`src/rtl/universal_shift_reg.sv`:
```
// Universal shift register: hold, shift L/R, parallel load, soft clear, fill count.
// Define USR_ROTATE_EN to enable the rotate modes (101/110); otherwise they hold.
module universal_shift_reg #(
    parameter int WIDTH = 1,
    parameter int DEPTH = 8,
    localparam int CW = $clog2(DEPTH + 1)
) (
    input  logic                   clk,
    input  logic                   clear,
    input  logic                   en,
    input  logic [2:0]             mode,
    input  logic [WIDTH-1:0]       si_r,
    input  logic [WIDTH-1:0]       si_l,
    input  logic [WIDTH*DEPTH-1:0] pi,
    output logic [WIDTH-1:0]       so_l,
    output logic [WIDTH-1:0]       so_r,
    output logic [WIDTH*DEPTH-1:0] po,
    output logic [CW-1:0]          fill_cnt,
    output logic                   full
);

    localparam logic [CW-1:0] CNT_MAX = CW'(DEPTH);

    logic [DEPTH-1:0][WIDTH-1:0] stg;
    logic [DEPTH-1:0][WIDTH-1:0] stg_nxt;
    logic [CW-1:0]               cnt;
    logic [CW-1:0]               cnt_nxt;
    logic [CW-1:0]               cnt_inc;

    assign cnt_inc = (cnt == CNT_MAX) ? cnt : cnt + 1'b1;

    always_comb begin
        stg_nxt = stg;
        cnt_nxt = cnt;
        if (en) begin
            unique case (mode)
                3'b001: begin
                    stg_nxt = {stg[DEPTH-2:0], si_r};
                    cnt_nxt = cnt_inc;
                end
                3'b010: begin
                    stg_nxt = {si_l, stg[DEPTH-1:1]};
                    cnt_nxt = cnt_inc;
                end
                3'b011: begin
                    stg_nxt = pi;
                    cnt_nxt = CNT_MAX;
                end
                3'b100: begin
                    stg_nxt = '0;
                    cnt_nxt = '0;
                end
`ifdef USR_ROTATE_EN
                3'b101: stg_nxt = {stg[DEPTH-2:0], stg[DEPTH-1]};
                3'b110: stg_nxt = {stg[0], stg[DEPTH-1:1]};
`endif
                default: ;
            endcase
        end
    end

    always_ff @(posedge clk) begin
        if (clear) begin
            stg <= '0;
            cnt <= '0;
        end else begin
            stg <= stg_nxt;
            cnt <= cnt_nxt;
        end
    end

    assign so_l     = stg[DEPTH-1];
    assign so_r     = stg[0];
    assign po       = stg;
    assign fill_cnt = cnt;
    assign full     = (cnt == CNT_MAX);

endmodule

```
`config.mk`:
```
export PLATFORM = sky130hd
export DESIGN_NAME = universal_shift_reg
export DESIGN_NICKNAME = d
export VERILOG_FILES = /design/src/rtl/universal_shift_reg.sv
export SDC_FILE = /design/constraint.sdc
export NUM_CORES = 1
export LEC_CHECK = 0
export BUFFER_PORTS_ARGS = -buffer_cell sky130_fd_sc_hd__buf_4
export CORE_MARGIN = 2
export CORE_UTILIZATION = 49
export CTS_CLUSTER_SIZE = 25
export DETAILED_ROUTE_END_ITERATION = 7
export PLACE_DENSITY = 0.87
export SLEW_MARGIN = 20
export SYNTH_ARGS = -nofsm -noshare
export SYNTH_HDL_FRONTEND = slang
export SYNTH_SLANG_ARGS = --single-unit
```
`constraint.sdc`:
```
create_clock -name clk -period 1.82 [get_ports clk]
set_input_delay 0.091 -clock clk [delete_from_list [all_inputs] [get_ports clk]]
set_output_delay 0.091 -clock clk [all_outputs]
set_load 0.05 [all_outputs]
```
==> flow_summary.toml <==
[outcome]
outcome = "finished, final reports clean"

[routing]
routedWlPerCell_microns = 14.0
drt_wl_total_microns = 2010
drc = 0
first_pass_iters = 4
vias_per_cell = 5.73
dr_total_vias = 820
first_iter_violations = 8
detail-route-antenna-nets = 0

[logic_synthesis]
synthCells = 94
synth-edff-count = 0
ys_warn_count = 0
yosysTopAreaCell = "dfxtp_1"
synth_ff_type = "dfxtp_1"
async_flop_share = 0
synth_area_leaders = "dfxtp_1, a221oi_2, mux2i_1, a2bb2oi_1, o21ai_0"
synth-seq-cells = 12
syn-num-nets = 112
synth_cell_types = 32
synth_top_area_share = 0.262
synth_compound_area_frac = 0.360
synth.avg_cell_area_sq_um = 9.76
synthMuxAreaShare = 0.0982
seq_area_frac_synth = 0.262
synth_top_family_by_area = "compound AO/OA/AOI/OAI gates"
yosys.area_share.simple = 0.112
synth_area_sq_um = 917
synth-xor-area-share = 0.0191
synthAdderAreaFrac = 0.0273

[critical_path]
path_max_fanout = 4
critical_path.cell_chain = "inv_1, ha_1, nand3b_1, o211ai_1, a21boi_4, mux2i_1"
crit_family = "flip-flops"
path_buf_inv = 1
crit_path_end_kind = "register"
cp_data_required_time_ns = 2.02
slowest_stage = "dfxtp_1"
cp_data_arrival_time_ns = 1.64
crit_type = "register to register"
worstSetupStartpointType = "register"
slowest_delay_ns = 0.39

[power_and_ir_drop]
seqPwrFrac = 0.402
p_per_area_nw_per_um2 = 659
power_frac_clock = 0.216
vdd_drop_max_v = 0.000422
p_int_mw = 0.468
p_leak_nw = 0.496
switching_share = 0.371
p_sw_mw = 0.276
pwr-share-comb = 0.382

[sta]
finalHoldViolations = 0
fin_skew_ns = 0.0145
grt_setup_unrepaired = "no"
setup-violations-final = 0
finalCritPeriodShare = 0.796
timing.final.crit_period_ns = 1.45
worst_slew_pin_slew_ns = 0.316
fmax_mhz = 690
fin_tns_setup_ns = 0
drv_slew = 0
maxSlewHeadroom = 0.789

[clock_network]
cts_buffer_depth = 2
cts_resized = 0
cts_tree = "built"
postCtsSetupBuffers = 0
htree_levels = 1
ctsHoldBuffers = 0
cts_root_buf = "clkbuf_4"
clkSinkCount = 12
numCtsBuffers = 3
clkSlewWorstSetupHoldPaths_ns = 0.08
clk_latency_ns = 0.28

[global_route]
grt_start_max_net_pins = 16
antenna_found_initial = 0
grt_pass1_wl_microns = 3150
grt_pass1_vias = 730
track_usage = 0.197
overflow = 0

[finish]
final_common_cell = "buf_4"
n_antenna_cell = 0
n_fill_cell = 141
fin_area_sq_um = 1130
final_layout_size_suffix_gt1_frac = 0.381
final_cell_mix = "buf_4, inv_1, dfxtp_1, mux2i_1, o21ai_0"
final_nets = 138
syn2layout_area_growth_pct = 23.2

[flow_run]
drv_cap = 0

[place]
dp_hpwl_microns = 1500
place.gp.congestion = 0.785
portBuffers = 30
postPlaceCellArea_sq_um = 1110

[die]
die_h_microns = 47.3
coreArea_sq_um = 1750
initial_utilization = 0.525
dieArea_sq_um = 2230
chipWidth_microns = 47.3
io_pins = 31
num_rows = 15

[worst_hold_path]
hp-class = "input port to register"
## power groups by stage
stage	sequential (mW)	combinational (mW)	clock, mW
floorplan	0.362	0.154	0
global route	0.301	0.305	0.177
CTS	0.299	0.286	0.165
detailed placement	0.305	0.285	0
finish	0.299	0.284	0.161
global placement	0.305	0.280	0
## layout make-up
cell class | count | area, sq um | area share
sequential | 12 | 240 | 0.213
clock buffer | 3 | 22.5 | 0.0199
inverter | 12 | 45.0 | 0.0399
timing repair buffer | 30 | 225 | 0.199
multi-input combinational | 61 | 566 | 0.501
tap | 25 | 31.3 | 0.0277
## path summary, 6_finish.rpt
kind | slack (ns) | end | cells after the start | from
max | 0.37 | fill_cnt[1] | 6 | fill_cnt[0]
min reg2reg | 0.50 | so_l | 2 | so_l
max reg2reg | 0.37 | fill_cnt[1] | 6 | fill_cnt[0]
min | 0.11 | so_r | 2 | clear
## cell families after synthesis
family          Yosys count
buf+inv                  21
flops                    12
mux                       9
fa+ha+maj                 2
simple gates             13
xor+xnor                  2
compound gates           35
## flip-flops by register name, indices dropped and copies added, names as in the netlist
register	count
po	6
fill_cnt	4
so_r	1
so_l	1
## worst register-to-register path, stage by stage (launching register included)
cell and delay (ns):
dfxtp_1 0.39, inv_1 0.10, ha_1 0.20, nand3b_1 0.14
o211ai_1 0.16, a21boi_4 0.21, mux2i_1 0.19
## stage by stage
| stage | hold slack, ns | utilization | power [mW] | setup WS (ns) | std cells |
|---|---|---|---|---|---|
| floorplan | 0.259 | - | 0.515 | 0.125 | 94 |
| global placement | 0.395 | 0.634 | 0.585 | 0.346 | 140 |
| detailed placement | 0.399 | 0.634 | 0.590 | 0.319 | 140 |
| CTS | 0.103 | 0.647 | 0.750 | 0.355 | 143 |
| global route | 0.113 | 0.647 | 0.783 | 0.220 | 143 |
| finish | 0.106 | 0.647 | 0.744 | 0.372 | 143 |
## metal layers
layer	GRT usage	vias up	wire length, microns
met5	0	-	0
met4	0.0444	0	8
li1	-	400	-
met1	0.241	386	840
met2	0.327	32	1010
met3	0.0731	2	145
## cell usage after synthesis, types with 2 or more instances
cell type / n
dfxtp_1: 12
inv_1: 12
mux2i_1: 9
o21ai_0: 9
a221oi_2: 8
a2bb2oi_1: 8
buf_2: 3
buf_4: 3
nand2b_1: 3
a21boi_4: 2
a31oi_1: 2
ha_1: 2
nand3b_1: 2
Note: power is estimated with default switching activity, not from simulation.
